### src/rtl/adc_sample_serializer_if.sv
// ---------------------------------------------------------------------------
// adc_sample_serializer_if
//   Word stream from the ADC sample serializer to the AXI4-Stream packetizer.
//   master : serializer side (drives data, valid, first/last, new_sample)
//   slave  : packetizer side (drives ready)
//   Signals:
//     s_tdata    serialized sample word
//     s_tvalid   word valid
//     s_tready   downstream ready
//     s_tfirst   word 0 of a sample
//     s_tlast    final word of a sample
//     new_sample one-cycle pulse when a buffered sample begins streaming
// ---------------------------------------------------------------------------
interface adc_sample_serializer_if #(
    parameter int DATA_WIDTH = 64
) ();
    logic [DATA_WIDTH-1:0] s_tdata;
    logic                  s_tvalid;
    logic                  s_tready;
    logic                  s_tfirst;
    logic                  s_tlast;
    logic                  new_sample;

    modport master (
        output s_tdata, s_tvalid, s_tfirst, s_tlast, new_sample,
        input  s_tready
    );

    modport slave (
        input  s_tdata, s_tvalid, s_tfirst, s_tlast, new_sample,
        output s_tready
    );
endinterface

### src/rtl/adc_sample_serializer.sv
// ---------------------------------------------------------------------------
// adc_sample_serializer
//   Captures one parallel ADC sample (all channels) per strobe into a
//   two-entry ping-pong buffer and streams each sample out as a fixed group
//   of WORDS_PER_SAMPLE words. Samples arriving with both entries full are
//   dropped and counted.
//   Ports:
//     data_clk       ADC data clock, the only clock
//     data_rst       synchronous active-high reset
//     dma_ena        capture enable
//     dma_rst        synchronous active-high flush of buffers and counters
//     adc_data       parallel sample, channel c at [c*SAMPLE_WIDTH +: SAMPLE_WIDTH]
//     adc_strobe     adc_data valid this cycle
//     s_axis         word stream towards the packetizer (master side)
//     overrun_flag   sticky: at least one sample dropped
//     overrun_count  saturating count of dropped samples
//     sample_count   count of captured samples, wraps
// ---------------------------------------------------------------------------
module adc_sample_serializer #(
    parameter int NUM_CHN          = 64,
    parameter int SAMPLE_WIDTH     = 16,
    parameter int DATA_WIDTH       = 64,
    parameter int WORDS_PER_SAMPLE = NUM_CHN * SAMPLE_WIDTH / DATA_WIDTH,
    parameter int CNT_WIDTH        = 16
) (
    input  logic                              data_clk,
    input  logic                              data_rst,
    input  logic                              dma_ena,
    input  logic                              dma_rst,
    input  logic [NUM_CHN*SAMPLE_WIDTH-1:0]   adc_data,
    input  logic                              adc_strobe,
    adc_sample_serializer_if.master           s_axis,
    output logic                              overrun_flag,
    output logic [CNT_WIDTH-1:0]              overrun_count,
    output logic [31:0]                       sample_count
);

    localparam int SAMPLE_BITS = NUM_CHN * SAMPLE_WIDTH;
    localparam int IDX_W       = (WORDS_PER_SAMPLE > 1) ? $clog2(WORDS_PER_SAMPLE) : 1;
    localparam logic [IDX_W-1:0] IDX_LAST = IDX_W'(WORDS_PER_SAMPLE - 1);

    typedef enum logic [1:0] {IDLE, LOAD, STREAM} state_e;

    state_e                  state_q;
    logic [IDX_W-1:0]        idx_q;
    logic [SAMPLE_BITS-1:0]  buf_q [2];
    logic [1:0]              full_q;
    logic                    wr_ptr_q;
    logic                    rd_ptr_q;
    logic                    new_sample_q;
    logic                    tvalid_q;
    logic                    tfirst_q;
    logic                    tlast_q;
    logic [DATA_WIDTH-1:0]   tdata_q;
    logic                    overrun_flag_q;
    logic [CNT_WIDTH-1:0]    overrun_count_q;
    logic [31:0]             sample_count_q;

    logic                    fin_d;
    logic                    wr_free_d;
    logic                    accept_d;
    logic                    drop_d;
    logic [IDX_W-1:0]        idx_d;
    logic [DATA_WIDTH-1:0]   word_d;

    always_comb begin
        fin_d     = 1'b0;
        wr_free_d = 1'b0;
        accept_d  = 1'b0;
        drop_d    = 1'b0;
        idx_d     = '0;
        word_d    = '0;

        fin_d = (state_q == STREAM) && s_axis.s_tready && (idx_q == IDX_LAST);
        // The entry being drained on the final handshake is reusable by a
        // strobe in the same cycle; with both entries full, wr and rd point
        // at the same entry.
        wr_free_d = !full_q[wr_ptr_q] || (fin_d && (rd_ptr_q == wr_ptr_q));
        accept_d  = adc_strobe && dma_ena && wr_free_d;
        drop_d    = adc_strobe && dma_ena && !wr_free_d;

        // Next word to present: word 0 when leaving LOAD, else the successor.
        idx_d  = (state_q == LOAD) ? '0 : idx_q + 1'b1;
        word_d = buf_q[rd_ptr_q][int'(idx_d)*DATA_WIDTH +: DATA_WIDTH];
    end

    always_ff @(posedge data_clk) begin
        if (data_rst || dma_rst) begin
            state_q         <= IDLE;
            idx_q           <= '0;
            full_q          <= '0;
            wr_ptr_q        <= 1'b0;
            rd_ptr_q        <= 1'b0;
            new_sample_q    <= 1'b0;
            tvalid_q        <= 1'b0;
            tfirst_q        <= 1'b0;
            tlast_q         <= 1'b0;
            tdata_q         <= '0;
            overrun_flag_q  <= 1'b0;
            overrun_count_q <= '0;
            sample_count_q  <= '0;
        end else begin
            new_sample_q <= 1'b0;
            case (state_q)
                IDLE: begin
                    if (full_q[rd_ptr_q]) begin
                        state_q      <= LOAD;
                        new_sample_q <= 1'b1;
                    end
                end
                LOAD: begin
                    state_q  <= STREAM;
                    idx_q    <= idx_d;
                    tdata_q  <= word_d;
                    tvalid_q <= 1'b1;
                    tfirst_q <= 1'b1;
                    tlast_q  <= (idx_d == IDX_LAST);
                end
                STREAM: begin
                    if (s_axis.s_tready) begin
                        if (fin_d) begin
                            full_q[rd_ptr_q] <= 1'b0;
                            rd_ptr_q         <= ~rd_ptr_q;
                            state_q          <= IDLE;
                            tvalid_q         <= 1'b0;
                            tfirst_q         <= 1'b0;
                            tlast_q          <= 1'b0;
                        end else begin
                            idx_q    <= idx_d;
                            tdata_q  <= word_d;
                            tfirst_q <= 1'b0;
                            tlast_q  <= (idx_d == IDX_LAST);
                        end
                    end
                end
                default: state_q <= IDLE;
            endcase

            // Placed after the FSM so a same-cycle refill of the entry just
            // drained leaves it marked full.
            if (accept_d) begin
                buf_q[wr_ptr_q]  <= adc_data;
                full_q[wr_ptr_q] <= 1'b1;
                wr_ptr_q         <= ~wr_ptr_q;
                sample_count_q   <= sample_count_q + 32'd1;
            end
            if (drop_d) begin
                overrun_flag_q <= 1'b1;
                if (overrun_count_q != '1) begin
                    overrun_count_q <= overrun_count_q + 1'b1;
                end
            end
        end
    end

    assign s_axis.s_tdata    = tdata_q;
    assign s_axis.s_tvalid   = tvalid_q;
    assign s_axis.s_tfirst   = tfirst_q;
    assign s_axis.s_tlast    = tlast_q;
    assign s_axis.new_sample = new_sample_q;
    assign overrun_flag      = overrun_flag_q;
    assign overrun_count     = overrun_count_q;
    assign sample_count      = sample_count_q;

endmodule

### src/flat_wrapper.sv
// flat-port wrapper written by rule: the top's interface ports become plain ports
module adc_sample_serializer_flat 
#(
    parameter int NUM_CHN          = 64,
    parameter int SAMPLE_WIDTH     = 16,
    parameter int DATA_WIDTH       = 64,
    parameter int WORDS_PER_SAMPLE = NUM_CHN * SAMPLE_WIDTH / DATA_WIDTH,
    parameter int CNT_WIDTH        = 16
)
  (data_clk, data_rst, dma_ena, dma_rst, adc_data, adc_strobe, overrun_flag, overrun_count, sample_count, s_axis_s_tdata, s_axis_s_tvalid, s_axis_s_tfirst, s_axis_s_tlast, s_axis_new_sample, s_axis_s_tready);
  adc_sample_serializer_if #(.DATA_WIDTH(DATA_WIDTH)) s_axis_i ();
  input  logic data_clk;
  input  logic data_rst;
  input  logic dma_ena;
  input  logic dma_rst;
  input  logic [NUM_CHN*SAMPLE_WIDTH-1:0] adc_data;
  input  logic adc_strobe;
  output logic overrun_flag;
  output logic [CNT_WIDTH-1:0] overrun_count;
  output logic [31:0] sample_count;
  output wire logic [$bits(s_axis_i.s_tdata)-1:0] s_axis_s_tdata;
  output wire logic [$bits(s_axis_i.s_tvalid)-1:0] s_axis_s_tvalid;
  output wire logic [$bits(s_axis_i.s_tfirst)-1:0] s_axis_s_tfirst;
  output wire logic [$bits(s_axis_i.s_tlast)-1:0] s_axis_s_tlast;
  output wire logic [$bits(s_axis_i.new_sample)-1:0] s_axis_new_sample;
  input wire logic [$bits(s_axis_i.s_tready)-1:0] s_axis_s_tready;
  assign s_axis_s_tdata = s_axis_i.s_tdata;
  assign s_axis_s_tvalid = s_axis_i.s_tvalid;
  assign s_axis_s_tfirst = s_axis_i.s_tfirst;
  assign s_axis_s_tlast = s_axis_i.s_tlast;
  assign s_axis_new_sample = s_axis_i.new_sample;
  assign s_axis_i.s_tready = s_axis_s_tready;
  adc_sample_serializer #(.NUM_CHN(NUM_CHN), .SAMPLE_WIDTH(SAMPLE_WIDTH), .DATA_WIDTH(DATA_WIDTH), .WORDS_PER_SAMPLE(WORDS_PER_SAMPLE), .CNT_WIDTH(CNT_WIDTH)) u_core (.data_clk(data_clk), .data_rst(data_rst), .dma_ena(dma_ena), .dma_rst(dma_rst), .adc_data(adc_data), .adc_strobe(adc_strobe), .s_axis(s_axis_i), .overrun_flag(overrun_flag), .overrun_count(overrun_count), .sample_count(sample_count));
endmodule
### config.mk
export PLATFORM = sky130hd
export DESIGN_NAME = adc_sample_serializer_flat
export DESIGN_NICKNAME = d
export VERILOG_FILES = /design/src/rtl/adc_sample_serializer_if.sv /design/src/rtl/adc_sample_serializer.sv /design/src/flat_wrapper.sv
export SDC_FILE = /design/constraint.sdc
export NUM_CORES = 2
export LEC_CHECK = 0
export ABC_AREA = 0
export BUFFER_PORTS_ARGS = -buffer_cell sky130_fd_sc_hd__buf_4
export CAP_MARGIN = 5
export CORE_AREA = 2 2 442 444
export CTS_BUF_LIST = sky130_fd_sc_hd__clkbuf_4 sky130_fd_sc_hd__clkbuf_8 sky130_fd_sc_hd__clkbuf_16
export CTS_CLUSTER_SIZE = 20
export DETAILED_ROUTE_END_ITERATION = 16
export DIE_AREA = 0 0 444 446
export MAX_ROUTING_LAYER = met4
export PLACE_DENSITY = 0.68
export SLEW_MARGIN = 20
export SYNTH_ARGS = -nofsm -noshare
export SYNTH_HDL_FRONTEND = slang
export SYNTH_SLANG_ARGS = --single-unit
### constraint.sdc
create_clock -name data_clk -period 81.8 [get_ports data_clk]
set_input_delay 16.36 -clock data_clk [delete_from_list [all_inputs] [get_ports data_clk]]
set_output_delay 16.36 -clock data_clk [all_outputs]
set_load 0.02 [all_outputs]
==> results.toml <==
[grt]
grt_pass1_vias = 49600
grt.met3_usage_pct = 6.81
antenna_found_initial = 130
grt_util_met2_pct = 47.8
busiest_layer = "met2"
gr-total-overflow = 0
met1_usage_pct = 32.4
grt_max_degree = 170
grtUsageTotal_pct = 28.8
grt_pass1_wl_mm = 384

[cts]
cts.path.max_buffers = 3
postCtsSetupBuffers = 0
htreeDepth = 4
tritoncts = "built"
numCtsBuffers = 222
cts_root_buf = "clkbuf_16"
clk_latency_ns = 0.90
ctsResizeCount = 0
cts.clk_slew.worst_paths_ns = 0.06
clock-sinks = 2176
cts_hold_buf = 0

[logic_synthesis]
synth_top_area_share_pct = 73.5
synth_common_cells = "edfxtp_1 (2,048), mux4_2 (341), nand2_1 (318)"
ys_seq_elements = 2176
yosysUniqueCellTypes = 85
syn_area_um2 = 83600
yosys_warnings = 0
yosysTopAreaCell = "edfxtp_1"
synth_enable_flop_cells = 2048
ys.flop_type = "edfxtp_1"
synth.avg_cell_area_um2 = 18.7
yosysMostFrequentCell = "edfxtp_1"
synth_nets = 5500
ys_seq_area_share_pct = 76.6
synth_cells = 4467
synthTopCellsByArea = "edfxtp_1 (74%), mux4_2 (9.2%), dfxtp_1 (3.1%), nand2_1 (1.4%), a21oi_1 (1.1%)"
ys_async_sr_fraction_pct = 0

[sta]
hold_viol_final = 0
period_share_pct = 25.9
fin_skew_ns = 0.0673
tightestPinTransition_ns = 1.29
max_freq_mhz = 47.1
fin_crit_ns = 21.21
slew_viol_final = 0
max_slew_margin_pct = 14.0
setup-violations-final = 0
tns_ns = 0
rsz0062_at_grt = "no"
worst_slack_ns = 60.59

[final_layout]
fill_cells = 15200
synthToLayoutAreaGrowth_pct = 23.4
drive_gt1_share_pct = 35.7
num-nets-final = 6689

[outcome]
status = "finished, final reports clean"

[die]
io-pin-count = 1147
initial_utilization_pct = 43.2
core_um2 = 194000
chipHeight_um = 446
dieArea_um2 = 198000
row_count = 162
die_width_um = 444

[pwr]
clock_power_share_pct = 45.0
seq_power_share_pct = 51.8
p_leak_nw = 34.8
p_comb_share_pct = 3.2
p_int_mw = 1.90
vdd_ir_drop_max_mv = 0.0213
sw_frac_of_total_pct = 20.3
p_per_area_nw_per_um2 = 23.1
p_sw_mw = 0.483

[critical_path]
critPathKind = "primary input to flop"
worst_ep_required_time_ns = 82.30
cp_max_fo = 169
crit_chain = "buf_4 -> nand3b_1 -> o311ai_4 -> and3_1 -> nand2_1 -> nor2_4 -> buf_4 -> buf_4 -> buf_12 -> buf_4"
crit_arrival_ns = 21.72
crit_top_cell = "buf_4"
cp_slowest_cell = "buf_4"
cp-start-kind = "primary input"
end_kind = "flop"
ff2ff_setup_slack_ns = 75.33
slowest_delay_ns = 0.92

[routing]
num_vias = 49400
drc = 0
drt_iter0_drc = 5455
drt-vias-per-instance = 5.81
first_pass_iters = 5
post_drt_wl_per_cell_um = 33.5
ant_nets = 0
wl_mm = 285

[place]
pre_cts_slack_ns = 59.28
hpwl_mm = 201
gp_congestion = 0.880
port_buffers = 1146

[min_path]
hold_path.class = "flop to flop"

[flow_run]
maxCapViolations = 0
==> layer usage <==
| metal | up-vias | routed length [µm] |
|---|---|---|
| met5 | - | 0 |
| met2 | 2579 | 146000 |
| met3 | 474 | 24000 |
| met4 | 0 | 14500 |
| met1 | 25600 | 99900 |
| li1 | 20800 | - |
==> placed cells by master (no fill, tap or decap), drive strengths merged, types with 20 or more instances in the layout <==
cell,count
diode,120
o22ai,34
nor3,42
o211ai,30
nand2,318
clkinv,87
dfxtp,128
bufinv,32
a21oi,179
a221oi,38
edfxtp,2048
xnor2,33
mux2i,87
nor2,121
nor4,26
and3,58
a311oi,25
clkbuf,273
o21ai,116
nand4,30
buf,1241
a22oi,26
inv,20
mux4,341
a31oi,65
mux2,50
nand3,117
==> area by class of cell <==
cell class	instances	area (µm²)	area share [%]
multi-input combinational	2005	18400	17.8
tap	2542	3180	3.08
sequential	2176	64100	62.1
clock buffer	273	6020	5.84
antenna	120	300	0.291
timing repair buffer	1241	9420	9.13
clock inverter	142	1810	1.75
inverter	10	40.0	0.0388
==> power groups by stage <==
| stage | combinational, mW | clock (mW) | sequential (mW) |
|---|---|---|---|
| 3_3_place_gp | 0.0732 | 0 | 1.26 |
| 3_5_place_dp | 0.0756 | 0 | 1.26 |
| 2_1_floorplan | 0.0166 | 0 | 1.28 |
| 5_1_grt | 0.0800 | 1.13 | 1.23 |
| 4_1_cts | 0.0758 | 1.08 | 1.23 |
| 6_report | 0.0761 | 1.07 | 1.23 |
==> sequential cells by signal, summed over array words and instances (netlist names), 2 cells and up, named ones only <==
name and cells:
u_core.full_q 2, u_core.buf_q 2048, u_core.state_q 2, u_core.overrun_count 16
u_core.idx_q 4, u_core.s_axis.s_tdata 64, u_core.sample_count 32
==> critical path, delay by kind of cell <==
kind,cells,cell delay (ns)
buf+inv,5,3.04
simple gates,4,1.26
compound gates,1,0.39
==> worst paths after layout <==
| check | cells past startpoint | end | startpoint |
|---|---|---|---|
| worst max register to register | 9 | u_core.buf_q[1][946]$_DFFE_PP_ | u_core.idx_q[3]$_SDFFE_PP0P_ |
| worst min register to register | 2 | u_core.overrun_flag$_SDFFE_PP0P_ | u_core.overrun_flag$_SDFFE_PP0P_ |
| worst max-delay path | 10 | u_core.buf_q[1][946]$_DFFE_PP_ | s_axis_s_tready |
| worst min-delay path | 2 | u_core.overrun_flag$_SDFFE_PP0P_ | u_core.overrun_flag$_SDFFE_PP0P_ |
==> cell families (layout without fill, tap and decap cells) <==
group	Yosys count	after routing	synth area share, %
adder cells (fa/ha/maj)	3	3	0.0449
AO/OA/AOI/OAI	685	685	5.55
multiplexers	478	478	10.9
AND/OR/NAND/NOR	789	789	4.57
other	0	120	0
flip-flops	2176	2176	76.6
XOR/XNOR	50	50	0.533
buffers and inverters	286	1666	1.81
==> stage by stage <==
| step | power (mW) | area [µm²] | utilization, % | std cells | hold WS, ns |
|---|---|---|---|---|---|
| final | 2.38 | 103000 | 53.3 | 8509 | 0.485 |
| after global routing | 2.44 | 103000 | 53.3 | 8502 | 0.525 |
| after CTS | 2.39 | 103000 | 53.1 | 8388 | 0.487 |
| after detailed placement | 1.33 | 95000 | 49.1 | 7973 | 0.472 |
| after global placement | 1.33 | 95000 | 49.1 | 7973 | 0.461 |
| after floorplan | 1.29 | 83600 | - | 4467 | 0.482 |
(Power assumes the default switching activity.)
